$ cat src/rtl/ac97_codec_responder.sv
// ac97_codec_responder: codec end of the AC-link; generates BIT_CLK, decodes controller
// frames into a 64-entry register file and PCM outputs, and returns slots 0-4 on SDATA_IN.
module ac97_codec_responder #(
    parameter int BITCLK_DIV   = 4,
    parameter int READY_FRAMES = 4
) (
    input  logic        clk_i,
    input  logic        RESET,
    output logic        BIT_CLK,
    input  logic        SYNC,
    input  logic        SDATA_OUT,
    output logic        SDATA_IN,
    input  logic [19:0] adc_left,
    input  logic [19:0] adc_right,
    output logic [19:0] pcm_left,
    output logic [19:0] pcm_right,
    output logic        pcm_valid,
    output logic        reg_wr,
    output logic [6:0]  reg_wr_addr,
    output logic [15:0] reg_wr_data,
    output logic        codec_ready,
    output logic        frame_err
);
    localparam int DW = (BITCLK_DIV > 1) ? $clog2(BITCLK_DIV) : 1;
    localparam int RW = $clog2(READY_FRAMES + 1);

    typedef enum logic {HUNT, LOCK} state_t;

    state_t        state_q, state_d;
    logic [DW-1:0] div_q, div_d;
    logic          bclk_q, bclk_d;
    logic [1:0]    sync_s_q, sdo_s_q;
    logic          sync_last_q, sync_last_d;
    logic [7:0]    idx_q, idx_d, smp_idx_q, smp_idx_d;
    logic          tx_en_q, tx_en_d;
    logic [254:0]  rx_q, rx_d;
    logic [255:0]  txsr_q, txsr_d;
    logic          sdi_q, sdi_d;
    logic          resp_q, resp_d;
    logic [6:0]    resp_addr_q, resp_addr_d;
    logic [RW-1:0] rdy_cnt_q, rdy_cnt_d;
    logic          ready_q, ready_d;
    logic [19:0]   pcm_l_q, pcm_l_d, pcm_r_q, pcm_r_d;
    logic          pcm_v_q, pcm_v_d, wr_q, wr_d, ferr_q, ferr_d;
    logic [6:0]    wr_addr_q, wr_addr_d;
    logic [15:0]   wr_data_q, wr_data_d;
    logic [15:0]   regs_q [64];

    logic          tc, rise, fall, sync_rise, aligned, misalign, frame_end;
    logic          is_cmd, do_wr, do_rd, do_pcm, load;
    logic [255:0]  frame, tx_frame;
    logic [6:0]    addr;

    function automatic logic [15:0] rst_val(input logic [5:0] e);
        return (e == 6'h00) ? 16'h0D50 :
               (e == 6'h13) ? 16'h000F :
               (e == 6'h3E) ? 16'h4E53 :
               (e == 6'h3F) ? 16'h4350 : 16'h0000;
    endfunction

    assign tc        = (div_q == DW'(BITCLK_DIV - 1));
    assign rise      = tc & ~bclk_q;
    assign fall      = tc & bclk_q;
    assign sync_rise = sync_s_q[1] & ~sync_last_q;
    assign aligned   = (state_q == LOCK);
    // Index 0 as the next expected sample means the previous frame ended cleanly at 255.
    assign misalign  = fall & sync_rise & aligned & (idx_q != 8'd0);
    assign frame_end = fall & aligned & ~sync_rise & (idx_q == 8'd255);
    assign frame     = {rx_q, sdo_s_q[1]};

    assign addr   = frame[238:232];
    assign is_cmd = frame[255] & frame[254] & ~addr[0];
    assign do_wr  = frame_end & is_cmd & ~frame[239] & frame[253] &
                    (addr != 7'h00) & (addr != 7'h7C) & (addr != 7'h7E);
    assign do_rd  = frame_end & is_cmd & frame[239];
    assign do_pcm = frame_end & frame[255] & frame[252] & frame[251];
    assign load   = rise & tx_en_q & (smp_idx_q == 8'd0);

    assign tx_frame = ready_q ? {ready_q, resp_q, resp_q, ready_q, ready_q, 11'b0,
                                 resp_q ? {1'b0, resp_addr_q, 12'b0} : 20'b0,
                                 resp_q ? {regs_q[resp_addr_q[6:1]], 4'b0} : 20'b0,
                                 adc_left, adc_right, 160'b0} : 256'b0;

    always_comb begin
        state_d     = (fall & sync_rise) ? LOCK : state_q;
        div_d       = tc ? '0 : div_q + 1'b1;
        bclk_d      = tc ? ~bclk_q : bclk_q;
        sync_last_d = fall ? sync_s_q[1] : sync_last_q;
        idx_d       = fall ? (sync_rise ? 8'd1 : idx_q + 8'd1) : idx_q;
        smp_idx_d   = fall ? (sync_rise ? 8'd0 : idx_q) : smp_idx_q;
        tx_en_d     = fall ? (state_d == LOCK) : tx_en_q;
        rx_d        = fall ? frame[254:0] : rx_q;
        txsr_d      = load ? {tx_frame[254:0], 1'b0} : (rise ? {txsr_q[254:0], 1'b0} : txsr_q);
        sdi_d       = rise ? (load ? tx_frame[255] : tx_en_q & txsr_q[255]) : sdi_q;
        resp_d      = do_rd | (resp_q & ~load);
        resp_addr_d = do_rd ? addr : resp_addr_q;
        rdy_cnt_d   = (frame_end & ~ready_q) ? rdy_cnt_q + 1'b1 : rdy_cnt_q;
        ready_d     = ready_q | (frame_end & (rdy_cnt_q == RW'(READY_FRAMES - 1)));
        pcm_l_d     = do_pcm ? frame[199:180] : pcm_l_q;
        pcm_r_d     = do_pcm ? frame[179:160] : pcm_r_q;
        pcm_v_d     = do_pcm;
        wr_d        = do_wr;
        wr_addr_d   = do_wr ? addr : wr_addr_q;
        wr_data_d   = do_wr ? frame[219:204] : wr_data_q;
        ferr_d      = misalign;
    end

    always_ff @(posedge clk_i) begin
        if (RESET) begin
            state_q     <= HUNT;
            div_q       <= '0;
            bclk_q      <= 1'b0;
            sync_s_q    <= 2'b00;
            sdo_s_q     <= 2'b00;
            sync_last_q <= 1'b0;
            idx_q       <= 8'd0;
            smp_idx_q   <= 8'd0;
            tx_en_q     <= 1'b0;
            rx_q        <= '0;
            txsr_q      <= '0;
            sdi_q       <= 1'b0;
            resp_q      <= 1'b0;
            resp_addr_q <= 7'd0;
            rdy_cnt_q   <= '0;
            ready_q     <= 1'b0;
            pcm_l_q     <= 20'd0;
            pcm_r_q     <= 20'd0;
            pcm_v_q     <= 1'b0;
            wr_q        <= 1'b0;
            wr_addr_q   <= 7'd0;
            wr_data_q   <= 16'd0;
            ferr_q      <= 1'b0;
        end else begin
            state_q     <= state_d;
            div_q       <= div_d;
            bclk_q      <= bclk_d;
            sync_s_q    <= {sync_s_q[0], SYNC};
            sdo_s_q     <= {sdo_s_q[0], SDATA_OUT};
            sync_last_q <= sync_last_d;
            idx_q       <= idx_d;
            smp_idx_q   <= smp_idx_d;
            tx_en_q     <= tx_en_d;
            rx_q        <= rx_d;
            txsr_q      <= txsr_d;
            sdi_q       <= sdi_d;
            resp_q      <= resp_d;
            resp_addr_q <= resp_addr_d;
            rdy_cnt_q   <= rdy_cnt_d;
            ready_q     <= ready_d;
            pcm_l_q     <= pcm_l_d;
            pcm_r_q     <= pcm_r_d;
            pcm_v_q     <= pcm_v_d;
            wr_q        <= wr_d;
            wr_addr_q   <= wr_addr_d;
            wr_data_q   <= wr_data_d;
            ferr_q      <= ferr_d;
        end
    end

    always_ff @(posedge clk_i) begin
        if (RESET)
            for (int i = 0; i < 64; i++) regs_q[i] <= rst_val(6'(i));
        else if (do_wr)
            regs_q[addr[6:1]] <= frame[219:204];
    end

    assign BIT_CLK     = bclk_q;
    assign SDATA_IN    = sdi_q;
    assign pcm_left    = pcm_l_q;
    assign pcm_right   = pcm_r_q;
    assign pcm_valid   = pcm_v_q;
    assign reg_wr      = wr_q;
    assign reg_wr_addr = wr_addr_q;
    assign reg_wr_data = wr_data_q;
    assign codec_ready = ready_q;
    assign frame_err   = ferr_q;
endmodule

$ cat config.mk
export PLATFORM = sky130hd
export DESIGN_NAME = ac97_codec_responder
export DESIGN_NICKNAME = d
export VERILOG_FILES = /design/src/rtl/ac97_codec_responder.sv
export SDC_FILE = /design/constraint.sdc
export NUM_CORES = 2
export LEC_CHECK = 0
export BUFFER_PORTS_ARGS = -buffer_cell sky130_fd_sc_hd__buf_2
export CAP_MARGIN = 20
export CORE_MARGIN = 2
export CORE_UTILIZATION = 40
export DETAILED_ROUTE_END_ITERATION = 6
export HOLD_SLACK_MARGIN = 0.05
export PLACE_DENSITY_LB_ADDON = 0.15
export SKIP_CTS_REPAIR_TIMING = 1
export SLEW_MARGIN = 15
export SYNTH_ARGS = -nofsm -noshare
export SYNTH_HDL_FRONTEND = slang
export SYNTH_SLANG_ARGS = --single-unit
export TNS_END_PERCENT = 100
$ cat constraint.sdc
create_clock -name clk_i -period 5.1 [get_ports clk_i]
set_clock_uncertainty 0.2 [all_clocks]
set_input_delay 0.255 -clock clk_i [delete_from_list [all_inputs] [get_ports clk_i]]
set_output_delay 0.255 -clock clk_i [all_outputs]
set_load 0.01 [all_outputs]
==> reports/metrics.csv <==
metric;value;unit
Crit Path Category;reg2reg;
Gate Count Post-Synth;5114;
Worst Setup End Kind;flip-flop;
routability cong.;0.889;
Routed Antenna Nets;0;
TNS Setup;0;ns
drt total wl;186000;um
global-route wire length before repair;267000;um
RR Endpoint;regs_q[40][1];
clk sinks;1485;
FF-to-FF setup slack;1.23;ns
fin. max-slew vios;0;
vias in the first global route;37600;
register bit count reported by yosys;1485;
Max IR drop VDD;0.333;mV
die area;164000;um^2
DRC Markers;0;
Worst Setup EP;regs_q[40][1];
fmax;258;MHz
RR Startpoint;rx_q[234];
setup ws final;1.23;ns
DR WL/cell;25.0;um
critical path fanouts, max;17;
clk root buf;clkbuf_16;
worst path required time;5.33;ns
largest net degree at the start of global routing;222;
Crit. Startpoint;rx_q[234];
pre-CTS setup slack;1.20;ns
cell chain of the critical path;or3_1, nand2b_1, nor3_4, or2_1;
Worst path max stage delay;0.78;ns
Top delay family on crit path;simple AND/OR/NAND/NOR gates;
final cycle utilization of the critical path;75.9;%
critical path depth;4;
Post-synth EDFFs;1024;
Synth Area per Inst;12.6;um^2
die width;405;um
worst slew pin tran;1.15;ns
Static Leakage;24.2;nW
Initial Utilization;40.1;%
Buf+Inv Stages, Crit Path;0;
initial antenna violation count;17;
port bufs;112;
Total Routing Usage GR;22.5;%
Slew headroom;23.1;%
htree depth;4;
number of buffers created by CTS;163;
outcome;finished, final reports clean;
async set-or-reset flop fraction in the synthesized netlist;0;%
Setup crit start kind;flip-flop;
Worst R2R Path Depth;4;
Final #Nets;5173;
Hold Crit Start;adc_right[6];
vias per cell;5.34;
Netlist cell types;72;
min Tclk post-route;3.87;ns
initial DRC count;4660;
Final Hold Fails;0;
max cap viols;0;
post-synthesis sequential area ratio;62.2;%
Ys Warns;0;
I/O pin count;113;
die height;405;um
most common flop cell mapped by yosys;edfxtp_1;
share of cells above drive strength 1;16.2;%
commonest non-fill, non-tap cells in the layout;edfxtp_1, and2_1, nand2_1;
row count;147;
critical path's slowest cell;nand2b_1;
GRT overflow;0;
most common cell after layout, fill and taps aside;edfxtp_1;
P&R area growth vs syn;12.4;%
final hold slack;0.101;ns
core area;160000;um^2
Pre-Repair DR Iteration Count;5;
via count;39700;
Hold Path Class;in2reg;
Fill cells;14400;
CTS Buffer Depth;3;
HPWL Detailed;116000;um
Skew-Pair Late Insertion Delay;0.81;ns
Worst Path Arrival;4.10;ns
CTS tree;yes;
clk slew on worst S/H paths;0.06;ns
RSZ-0062 raised after global routing;no;
Cell Area, Synth;64300;um^2
final setup vio count;0;
PD cells;357;nW/um^2
how the worst min path moves through the flow:
| stage | to | depth (start not counted) |
|---|---|---|
| after floorplan | sdo_s_q[0] | 1 |
| after global placement | div_q[0] | 1 |
| after detailed placement | div_q[0] | 1 |
| after CTS | sdo_s_q[0] | 2 |
| after global routing | txsr_q[161] | 4 |
| final | txsr_q[167] | 4 |
state kept, by name, indices dropped and copies added, names as in the netlist, 2 cells and up, named ones only:
| name | flops |
|---|---|
| sdo_s_q | 2 |
| idx_q | 8 |
| reg_wr_addr | 7 |
| reg_wr_data | 16 |
| rdy_cnt_q | 3 |
| pcm_left | 20 |
| sync_s_q | 2 |
| div_q | 2 |
| pcm_right | 20 |
| resp_addr_q | 7 |
| regs_q | 1024 |
| smp_idx_q | 8 |
| rx_q | 255 |
| txsr_q | 95 |
per-layer routing:
metal,track usage [%],part of all wire (%),up-vias
li1,-,-,18100
met1,31.3,43,20000
met2,35.8,47,1267
met3,3.99,6.6,283
met4,7.00,3.1,2
met5,0,0.0070,-
cell type report:
type                            instances  area (um^2)  share of cell area (%)
Antenna cell                            8         20.0                  0.0277
Clock buffer                          217         4370                    6.05
Clock inverter                         81          857                    1.19
Inverter                                8         30.0                  0.0416
Multi-Input combinational cell       3208        22300                    30.8
Sequential cell                      1485        40000                    55.4
Tap cell                             2160         2700                    3.74
Timing Repair Buffer                  258         1980                    2.74
power by group:
part	internal [W]	total (W)	leakage, nW	switching, W
clock network	0.00663	0.0116	2.50	0.00499
logic	0.000247	0.000708	8.18	0.000461
registers	0.0133	0.0135	13.6	0.000194
total	0.0202	0.0258	24.2	0.00565
cells by family after synthesis:
| group | Yosys count | synth area share [%] |
|---|---|---|
| AO/OA/AOI/OAI | 585 | 5.40 |
| XOR/XNOR | 5 | 0.0681 |
| adder cells (fa/ha/maj) | 5 | 0.0973 |
| buffers and inverters | 467 | 3.54 |
| flip-flops | 1485 | 62.2 |
| multiplexers | 349 | 9.85 |
| other | 2 | 0.0117 |
| AND/OR/NAND/NOR | 2216 | 18.9 |
synthesized netlist by cell type (all sizes together) (3+ instances only):
cell type     n  area [um^2]
edfxtp     1024        30700
and2        978         6120
nand2       800         3000
dfxtp       461         9230
a21oi       375         1880
clkbuf      325         1230
mux4        224         5040
buf         134         1010
nand3       112          561
mux2i        92          921
nor2         91          344
or2          67          419
nor3         66          811
o22ai        52          325
a311oi       51          447
mux2         33          372
nand2b       22          138
nor4         19          290
nor2b        18          113
o21ai        17         85.1
a211oi       11         82.6
a21o         11         82.6
a22oi        11         82.6
nand4        10         68.8
or3          10         62.6
a221oi        9         78.8
inv           7         26.3
o2111ai       7         61.3
a2111oi       6         52.6
ha            5         62.6
o221ai        5         43.8
a22o          4         35.0
a2bb2oi       4         35.0
a31oi         4         25.0
a32oi         4         35.0
nand3b        4         30.0
o211ai        4         30.0
o21a          4         30.0
and3          3         18.8
nor3b         3         22.5
xnor2         3         26.3
worst register-to-register path: stages, from the launching register on:
cell and delay, ns:
dfxtp_1 0.43, or3_1 0.73, nand2b_1 0.78, nor3_4 0.72, or2_1 0.65
through the flow:
stage                     power (W)  utilization, %  instances  area (um^2)
after floorplan              0.0141               -       5160        64500
final                        0.0258            45.1       7425        72300
after detailed placement     0.0144            41.5       7074        66600
after CTS                    0.0260            44.8       7372        71800
after global placement       0.0144            41.5       7074        66600
after global routing         0.0266            45.1       7418        72200
No activity file was read; power rests on OpenSTA's default activity.
